**src/rtl/btn_pkg.sv**
```systemverilog
// Shared definitions for the button conditioning block: FSM state
// encoding and the counter-width helper used by each debounce channel.
package btn_pkg;

    // Per-channel debounce FSM states.
    typedef enum logic [1:0] {
        ST_IDLE         = 2'd0,  // stable released
        ST_PRESS_WAIT   = 2'd1,  // raw pressed, waiting for it to hold
        ST_PRESSED      = 2'd2,  // stable pressed, long-press timing runs
        ST_RELEASE_WAIT = 2'd3   // raw released, waiting for it to hold
    } btn_state_e;

    // Bits needed to hold max(a, b) without wrapping: clog2(max(a,b)+1).
    function automatic int cnt_width(input int a, input int b);
        int m;
        int w;
        m = (a > b) ? a : b;
        w = 0;
        while ((64'd1 << w) < (64'(m) + 64'd1)) begin
            w = w + 1;
        end
        if (w < 1) begin
            w = 1;
        end
        return w;
    endfunction

endpackage

```
**src/rtl/btn_debounce_ch.sv**
```systemverilog
// One button channel: 2-flop synchroniser, debounce FSM with a shared
// debounce/long-press counter, and registered level and pulse outputs.
// The input is already polarity-corrected (1 = pressed).
module btn_debounce_ch
    import btn_pkg::*;
#(
    parameter int DEBOUNCE_CYCLES = 120000,
    parameter int LONG_CYCLES     = 12000000
) (
    input  logic clk,
    input  logic rst,
    input  logic raw,
    output logic level,
    output logic press_pulse,
    output logic release_pulse,
    output logic long_pulse
);

    localparam int               CW        = cnt_width(DEBOUNCE_CYCLES, LONG_CYCLES);
    localparam logic [CW-1:0]    DEB_LAST  = CW'(DEBOUNCE_CYCLES - 1);
    localparam logic [CW-1:0]    LONG_LAST = CW'(LONG_CYCLES - 1);
    localparam logic [CW-1:0]    CNT_ONE   = CW'(1);
    localparam logic [CW-1:0]    CNT_MAX   = '1;
    localparam bit               LONG_EN   = (LONG_CYCLES != 0);

    logic          s1;
    logic          s2;
    btn_state_e    state;
    btn_state_e    state_n;
    logic [CW-1:0] cnt;
    logic [CW-1:0] cnt_n;
    logic          long_fired;
    logic          long_fired_n;
    logic          level_n;
    logic          press_n;
    logic          release_n;
    logic          long_n;

    // Bring the asynchronous pin into the clock domain; reset reads as released.
    always_ff @(posedge clk or posedge rst) begin
        if (rst) begin
            s1 <= 1'b0;
            s2 <= 1'b0;
        end else begin
            s1 <= raw;
            s2 <= s1;
        end
    end

    // State, counter and registered outputs; reset drops every output at once.
    always_ff @(posedge clk or posedge rst) begin
        if (rst) begin
            state         <= ST_IDLE;
            cnt           <= '0;
            long_fired    <= 1'b0;
            level         <= 1'b0;
            press_pulse   <= 1'b0;
            release_pulse <= 1'b0;
            long_pulse    <= 1'b0;
        end else begin
            state         <= state_n;
            cnt           <= cnt_n;
            long_fired    <= long_fired_n;
            level         <= level_n;
            press_pulse   <= press_n;
            release_pulse <= release_n;
            long_pulse    <= long_n;
        end
    end

    // Next state and counter; any opposite sample in a WAIT state restarts it.
    always_comb begin
        state_n      = state;
        cnt_n        = cnt;
        long_fired_n = long_fired;
        case (state)
            ST_IDLE: begin
                if (s2) begin
                    state_n = ST_PRESS_WAIT;
                    cnt_n   = CNT_ONE;
                end
            end
            ST_PRESS_WAIT: begin
                if (!s2) begin
                    state_n = ST_IDLE;
                    cnt_n   = '0;
                end else if (cnt == DEB_LAST) begin
                    state_n = ST_PRESSED;
                    cnt_n   = '0;
                end else begin
                    cnt_n = cnt + CNT_ONE;
                end
            end
            ST_PRESSED: begin
                if (!s2) begin
                    state_n = ST_RELEASE_WAIT;
                    cnt_n   = CNT_ONE;
                end else begin
                    if (long_n) begin
                        long_fired_n = 1'b1;
                    end
                    // Hold time keeps counting but saturates instead of wrapping.
                    if (cnt != CNT_MAX) begin
                        cnt_n = cnt + CNT_ONE;
                    end
                end
            end
            ST_RELEASE_WAIT: begin
                if (s2) begin
                    // Release bounce: back to PRESSED, long_fired kept so no refire.
                    state_n = ST_PRESSED;
                    cnt_n   = '0;
                end else if (cnt == DEB_LAST) begin
                    state_n      = ST_IDLE;
                    cnt_n        = '0;
                    long_fired_n = 1'b0;
                end else begin
                    cnt_n = cnt + CNT_ONE;
                end
            end
            default: begin
                state_n = ST_IDLE;
                cnt_n   = '0;
            end
        endcase
    end

    // Output decode: pulses only on accepted transitions, level follows them.
    always_comb begin
        level_n   = level;
        press_n   = 1'b0;
        release_n = 1'b0;
        long_n    = 1'b0;
        case (state)
            ST_PRESS_WAIT: begin
                if (s2 && (cnt == DEB_LAST)) begin
                    press_n = 1'b1;
                    level_n = 1'b1;
                end
            end
            ST_PRESSED: begin
                if (LONG_EN && s2 && !long_fired && (cnt == LONG_LAST)) begin
                    long_n = 1'b1;
                end
            end
            ST_RELEASE_WAIT: begin
                if (!s2 && (cnt == DEB_LAST)) begin
                    release_n = 1'b1;
                    level_n   = 1'b0;
                end
            end
            default: begin
                level_n = level;
            end
        endcase
    end

endmodule

```
**src/rtl/btn_debounce.sv**
```systemverilog
// Three-button conditioner for the iCEBreaker break-off buttons. Applies
// the board polarity and packs three independent debounce channels onto
// 3-bit buses (bit i = BTN(i+1)).
module btn_debounce
    import btn_pkg::*;
#(
    parameter int DEBOUNCE_CYCLES = 120000,
    parameter int LONG_CYCLES     = 12000000,
    parameter int ACTIVE_LOW      = 0
) (
    input  logic       CLK,
    input  logic       RST,
    input  logic       BTN1,
    input  logic       BTN2,
    input  logic       BTN3,
    output logic [2:0] BTN_STATE,
    output logic [2:0] BTN_PRESS,
    output logic [2:0] BTN_RELEASE,
    output logic [2:0] BTN_LONG
);

    logic [2:0] pins;
    logic [2:0] pressed_raw;

    assign pins        = {BTN3, BTN2, BTN1};
    assign pressed_raw = (ACTIVE_LOW != 0) ? ~pins : pins;

    for (genvar i = 0; i < 3; i++) begin : g_ch
        btn_debounce_ch #(
            .DEBOUNCE_CYCLES(DEBOUNCE_CYCLES),
            .LONG_CYCLES    (LONG_CYCLES)
        ) u_ch (
            .clk          (CLK),
            .rst          (RST),
            .raw          (pressed_raw[i]),
            .level        (BTN_STATE[i]),
            .press_pulse  (BTN_PRESS[i]),
            .release_pulse(BTN_RELEASE[i]),
            .long_pulse   (BTN_LONG[i])
        );
    end

endmodule

```
**config.mk**
```make
export PLATFORM = sky130hd
export DESIGN_NAME = btn_debounce
export DESIGN_NICKNAME = d
export VERILOG_FILES = /design/src/rtl/btn_pkg.sv /design/src/rtl/btn_debounce_ch.sv /design/src/rtl/btn_debounce.sv
export SDC_FILE = /design/constraint.sdc
export NUM_CORES = 1
export LEC_CHECK = 0
export BUFFER_PORTS_ARGS = -buffer_cell sky130_fd_sc_hd__clkbuf_2
export CAP_MARGIN = 20
export CORE_ASPECT_RATIO = 0.8
export CORE_UTILIZATION = 25
export DETAILED_ROUTE_END_ITERATION = 10
export HOLD_SLACK_MARGIN = 0.08
export SYNTH_ARGS = -nofsm -noshare
export SYNTH_HDL_FRONTEND = slang
export SYNTH_HIERARCHICAL = 1
export SYNTH_SLANG_ARGS = --single-unit
```
**constraint.sdc**
```tcl
create_clock -name CLK -period 6.1 [get_ports CLK]
set_clock_uncertainty 0.15 [all_clocks]
set_input_delay 0.61 -clock CLK [delete_from_list [all_inputs] [get_ports CLK]]
set_output_delay 0.61 -clock CLK [all_outputs]
set_load 0.01 [all_outputs]
```
* After elaboration in Yosys (flattened, before gate mapping)
Cells that the tools add are included.
** Operators by class
- Add/subtract/negate cells :: 3
- Equality and inequality tests :: 51
- Muxes and demuxes :: 84
- Reductions and logical operators :: 39
** Operators by type and width (count)
- $mux W24 :: 18
- $pmux W24 S4 :: 3
- $add A24 B1 Y24 const B :: 3
- $eq A24 B17 Y1 const B :: 3
- $eq A24 B24 Y1 const B :: 3
- $ne A24 B24 Y1 const B :: 3
- $mux W1 :: 36
- $mux W2 :: 18
- $ne A2 B1 Y1 const B :: 18
- $pmux W2 S4 :: 3
- $ne A3 B3 Y1 const B :: 6
- $reduce_and A5 Y1 :: 3
- $eq A2 B2 Y1 const B :: 6
- $logic_and A1 B1 Y1 :: 12
- $ne A2 B2 Y1 const B :: 6
- $pmux W1 S2 :: 6
- $reduce_and A4 Y1 :: 3
- $reduce_bool A2 Y1 :: 6
- $ne A3 B1 Y1 const B :: 3
- $reduce_and A3 Y1 :: 3
- $eq A2 B1 Y1 const B :: 3
- $logic_not A1 Y1 :: 6
- $logic_not A2 Y1 :: 3
- $reduce_and A2 Y1 :: 3
** Word-level totals
- Register bits after elaboration :: 99
- Output and inout port bits :: 12
- Word-level logic and storage cells :: 204

* Depth between registers and ports, before layout
- Word-level depth :: 8
- Depth in mapped cells :: 10
- Gate-level depth less buffers :: 6

* Hierarchy
The synthesis kept the hierarchy.
** Modules (own cells, without submodules)
- btn_debounce_ch at g_ch[0].u_ch ... :: instances 2, cells each 217, area each 1960.6 um2, sequential area each 825.8 um2
- btn_debounce_ch at g_ch[2].u_ch :: instances 1, cells each 199, area each 1860.5 um2, sequential area each 825.8 um2

* Worst setup path after synthesis
OpenSTA, ideal clock, no wires.
- Kind :: reg-to-reg
- Start :: register g_ch[0].u_ch.cnt[0]
- End :: register g_ch[0].u_ch.cnt[13]
- Library setup time :: 73 ps
- Data arrival time :: 2065 ps
- Required time :: 5877 ps
- Path slack :: 3812 ps
- Cell stages (with the launch flop) :: 9
- Path buffers :: 2
- Cells stage by stage :: dfrtp_1 > ha_1 > and4_1 > and4_4 > buf_6 > and3_4 > buf_6 > or4_4 > a21oi_2
** On the way
- Longest elaborated chain between the ends :: 4
- Elaborated cells between the ends (all ways) :: 11
- Those cells by class :: add/sub: 1; eq/ne: 3; mux: 6; reduce/logical: 1
** Ends and longest elaborated chain
- from (decl) :: line btn_debounce_ch.sv:30 : logic [CW-1:0] cnt;
- from (signal assigned) :: line btn_debounce_ch.sv:62 : cnt <= cnt_n;
- $add A24 B1 Y24 or $eq A24 B17 Y1 (tied branches)
- $mux W24, on equally long branches :: line btn_debounce_ch.sv:87, btn_debounce_ch.sv:113, btn_debounce_ch.sv:103
- $mux W24, on equally long branches :: line btn_debounce_ch.sv:109, btn_debounce_ch.sv:84, btn_debounce_ch.sv:95
- $pmux W24 S4 :: line btn_debounce_ch.sv:76 : case (state)
Parallel ways exist; a longest one is shown, timed or not. The select of a mux whose other input is x is not followed.
A chain may end at the register's enable or synchronous reset.

* Worst setup path in the final report
- Start :: register g_ch[2].u_ch.cnt[8]
- End :: register g_ch[2].u_ch.cnt[11]
** On the way
- Longest elaborated chain between the ends :: 4
- Elaborated cells between the ends (all ways) :: 11
- Those cells by class :: add/sub: 1; eq/ne: 3; mux: 6; reduce/logical: 1
** Ends and longest elaborated chain (line)
- from (decl) :: btn_debounce_ch.sv:30
- from (signal assigned) :: btn_debounce_ch.sv:62
- $add A24 B1 Y24 or $eq A24 B17 Y1 (tied branches)
- $mux W24, on equally long branches :: btn_debounce_ch.sv:87, btn_debounce_ch.sv:113, btn_debounce_ch.sv:103
- $mux W24, on equally long branches :: btn_debounce_ch.sv:109, btn_debounce_ch.sv:84, btn_debounce_ch.sv:95
- $pmux W24 S4 :: btn_debounce_ch.sv:76
Parallel ways exist; a longest one is shown, timed or not. The select of a mux whose other input is x is not followed.

==> key figures <==
GRT
  – GRT Util Overall: 12.1%
  – Initial antenna violation count: 0
  – Largest net degree at the start of global routing: 34
  – First-pass GRT wire length: 23.2 mm
  – Total grt overflow: 0
  – Number of global-route vias before repair: 4424

Timing
  – RSZ-0062 raised after global routing: false
  – Slew HR: 40.8%
  – Final Hold Viols: 0
  – Final setup violation count: 0
  – Tmin final: 2.48 ns
  – Setup Total Neg Slack: 0 ns
  – Fin crit share: 40.6%
  – Worst slew pin tran: 0.887 ns
  – FMAX: 404 MHz
  – Slew Viols, Final: 0

Drt
  – Routed len/inst: 14.9 um
  – DRT Wirelength: 13.9 mm
  – Residual DRC count: 0
  – Vias per Instance: 5.25
  – DR vias: 4891
  – Routed Antenna Nets: 0
  – TritonRoute pass-1 iters: 5
  – DR iter-0 viols: 362

Power
  – VDD IR max: 131 uV
  – Pwr Density: 208 mW/mm2
  – Total Power: 1.31 mW
  – LEAKAGE: 2.40 nW

Synth
  – Post-synth cell types: 54
  – Top cells by area in the synthesized netlist: dfrtp_1 43%, nand4_1 3.8%, a21oi_1 3.7%
  – Async SR Flop Fraction: 100%
  – Simple-gate portion of the synthesized area: 32.4%
  – Compound-Gate Fraction of Synth Area: 15.6%
  – Number of synthesized register bits: 99
  – Main synth FF type: dfrtp_1
  – Most common cell in the netlist: dfrtp_1
  – Post-Syn Instances: 633
  – Post-Synth Adder-Cell Area: 0.649%
  – Mapped Nets: 641
  – Sequential-to-total area share from yosys stat: 42.8%
  – Xor/xnor share of the synthesized area: 2.58%
  – Number of synthesized flops with an enable pin: 0
  – Yosys synthesis warning count: 6
  – Commonest cells post-synth: 99 x dfrtp_1, 48 x nand2_1, 43 x a21oi_1, 42 x nor2_1, 35 x nand4_1
  – Mean Syn Cell Area: 9.13 um2
  – Main combinational cell family by area after synthesis: simple AND/OR/NAND/NOR gates
  – Mux cell area share after synthesis: 0.195%
  – Post-Syn Area: 0.00578 mm2
  – Cell taking the most area after synthesis: dfrtp_1
  – Top cell type's share of synthesized area: 42.8%

Worst setup path
  – Startpoint types: flop
  – CP endpoint kind: flop
  – Crit Path Class: flop to flop
  – Required time worst endpoint: 6.14 ns
  – Critical path arrival: 2.52 ns
  – Crit-path max FO: 19

Floorplanning
  – Std-Cell Rows: 49
  – Initial Util: 25.6%
  – CORE AREA: 0.0226 mm2
  – # IOs: 17
  – Die Span Y: 138 um
  – Die footprint: 0.0237 mm2
  – Chip Width: 172 um

Clock tree
  – Hold_buf cts: 0
  – Sink Count: 99
  – Number of buffers on the longest clock path: 2
  – Clk_lat worst skew: 0.36 ns
  – Setup bufs post-CTS: 0
  – H-tree Lvls: 3
  – Root Buffer Master: clkbuf_16
  – Post-CTS resize count: 0
  – CTS Buf Count: 9
  – Worst-path clk slew: 0.08 ns
  – CTS tree: yes

Place
  – Final Wtd Congestion: 0.886
  – I/O Buffers: 16
  – Detailed placement HPWL: 9.60 mm
  – DP Area: 0.00598 mm2

Finish
  – Ant. Diodes: 0
  – Area growth, synth to finish: 8.40%
  – Share of layout cells above drive strength 1: 8.96%
  – Fin area: 0.00627 mm2
  – Nets: 628

Outcome
  – Outcome: finished, final reports clean

Min path
  – Worst Hold Class: flop to flop

Run
  – Max-cap violations: 0
## flip-flops by register name, indices dropped and copies added, names as in the netlist, named ones only
signal	cells
g_ch.u_ch/s2	3
g_ch.u_ch/cnt	72
g_ch.u_ch/press_pulse	3
g_ch.u_ch/release_pulse	3
g_ch.u_ch/long_fired	3
g_ch.u_ch/state	3
g_ch.u_ch/s1	3
g_ch.u_ch/level	3
g_ch.u_ch/long_pulse	3
## path summary, 6_finish.rpt
| kind | startpoint | to | slack [ns] | depth (start not counted) |
|---|---|---|---|---|
| min | g_ch[2].u_ch/s1 | g_ch[2].u_ch/s2 | 0.20 | 0 |
| min in group asynchronous | RST | g_ch[1].u_ch/cnt[10] | 0.23 | 3 |
| min reg2reg | g_ch[2].u_ch/s1 | g_ch[2].u_ch/s2 | 0.20 | 0 |
| max reg2reg | g_ch[2].u_ch/cnt[8] | g_ch[2].u_ch/cnt[11] | 3.62 | 5 |
| max in group asynchronous | RST | g_ch[0].u_ch/cnt[0] | 5.25 | 3 |
| max | g_ch[2].u_ch/cnt[8] | g_ch[2].u_ch/cnt[11] | 3.62 | 5 |
## power by group
| part | switching, mW | internal (mW) | leakage, nW |
|---|---|---|---|
| Sequential | 0.0147 | 0.665 | 1.35 |
| Clock | 0.270 | 0.294 | 0.138 |
| Combinational | 0.0445 | 0.0175 | 0.905 |
## cell usage in the layout (no fill, tap or decap), types with 3 or more instances in the layout
master	netlist	routed
ha_1	3	3
nand3_1	30	30
o21ai_0	34	34
nor4b_1	13	13
nor2_1	42	42
and3_1	12	12
o22ai_1	8	8
nor4_1	5	5
o41ai_1	5	5
o22a_1	3	3
or3_1	32	32
clkbuf_16	0	9
xnor2_1	12	12
a211oi_1	3	3
inv_1	10	10
or4_1	14	14
and4_1	17	17
a21oi_1	43	43
nor2b_1	3	3
nand2b_1	4	4
nor3_1	18	18
nand4_1	35	35
o31ai_1	16	16
xor2_1	5	5
clkbuf_2	0	16
dfrtp_1	99	99
a31oi_1	13	13
and2_1	16	16
nand2_1	48	48
buf_4	1	4
o21a_1	10	10
## final cells by class
cell class | instances | area, um2
sequential | 99 | 2480
multi-input combinational | 479 | 2970
timing repair buffer | 20 | 110
inverter | 11 | 41.3
clock buffer | 11 | 243
fill | 2467 | 16300
clock inverter | 5 | 45.0
tap | 306 | 383
## through the flow
| step | instances | hold slack [ns] | util (%) | worst slack (ns) |
|---|---|---|---|---|
| after floorplan | 633 | 0.181 | - | 3.81 |
| after detailed placement | 915 | 0.187 | 26.5 | 3.64 |
| final | 931 | 0.205 | 27.8 | 3.62 |
| after global placement | 915 | 0.187 | 26.5 | 3.68 |
| after global routing | 931 | 0.194 | 27.8 | 3.37 |
| after CTS | 931 | 0.190 | 27.8 | 3.62 |
## per-layer routing
metal,vias to the layer above,share of wire (%),wire length [um],track usage (%)
li1,2357,-,-,-
met1,2396,51,7040,18.6
met5,-,0,0,0
met4,0,1.0,140,3.35
met3,12,5.7,789,2.66
met2,126,43,5910,16.7
## critical path, stage by stage (launching register included)
cell and delay (ns):
dfrtp_1 0.44, nor4b_1 0.41, and4b_1 0.33, a21oi_1 0.16, nor2_2 0.72, a21oi_1 0.09
## kinds of logic (layout without fill, tap and decap cells)
| group | after synthesis | after routing |
|---|---|---|
| AOI/OAI and AO/OA | 145 | 145 |
| DFF | 99 | 99 |
| adders and majority gates | 3 | 3 |
| buffers and inverters | 55 | 47 |
| xor gates and xnor gates | 17 | 17 |
| and+or+nand+nor | 313 | 313 |
| muxes | 1 | 1 |
Power figures use the tool's default switching activity.
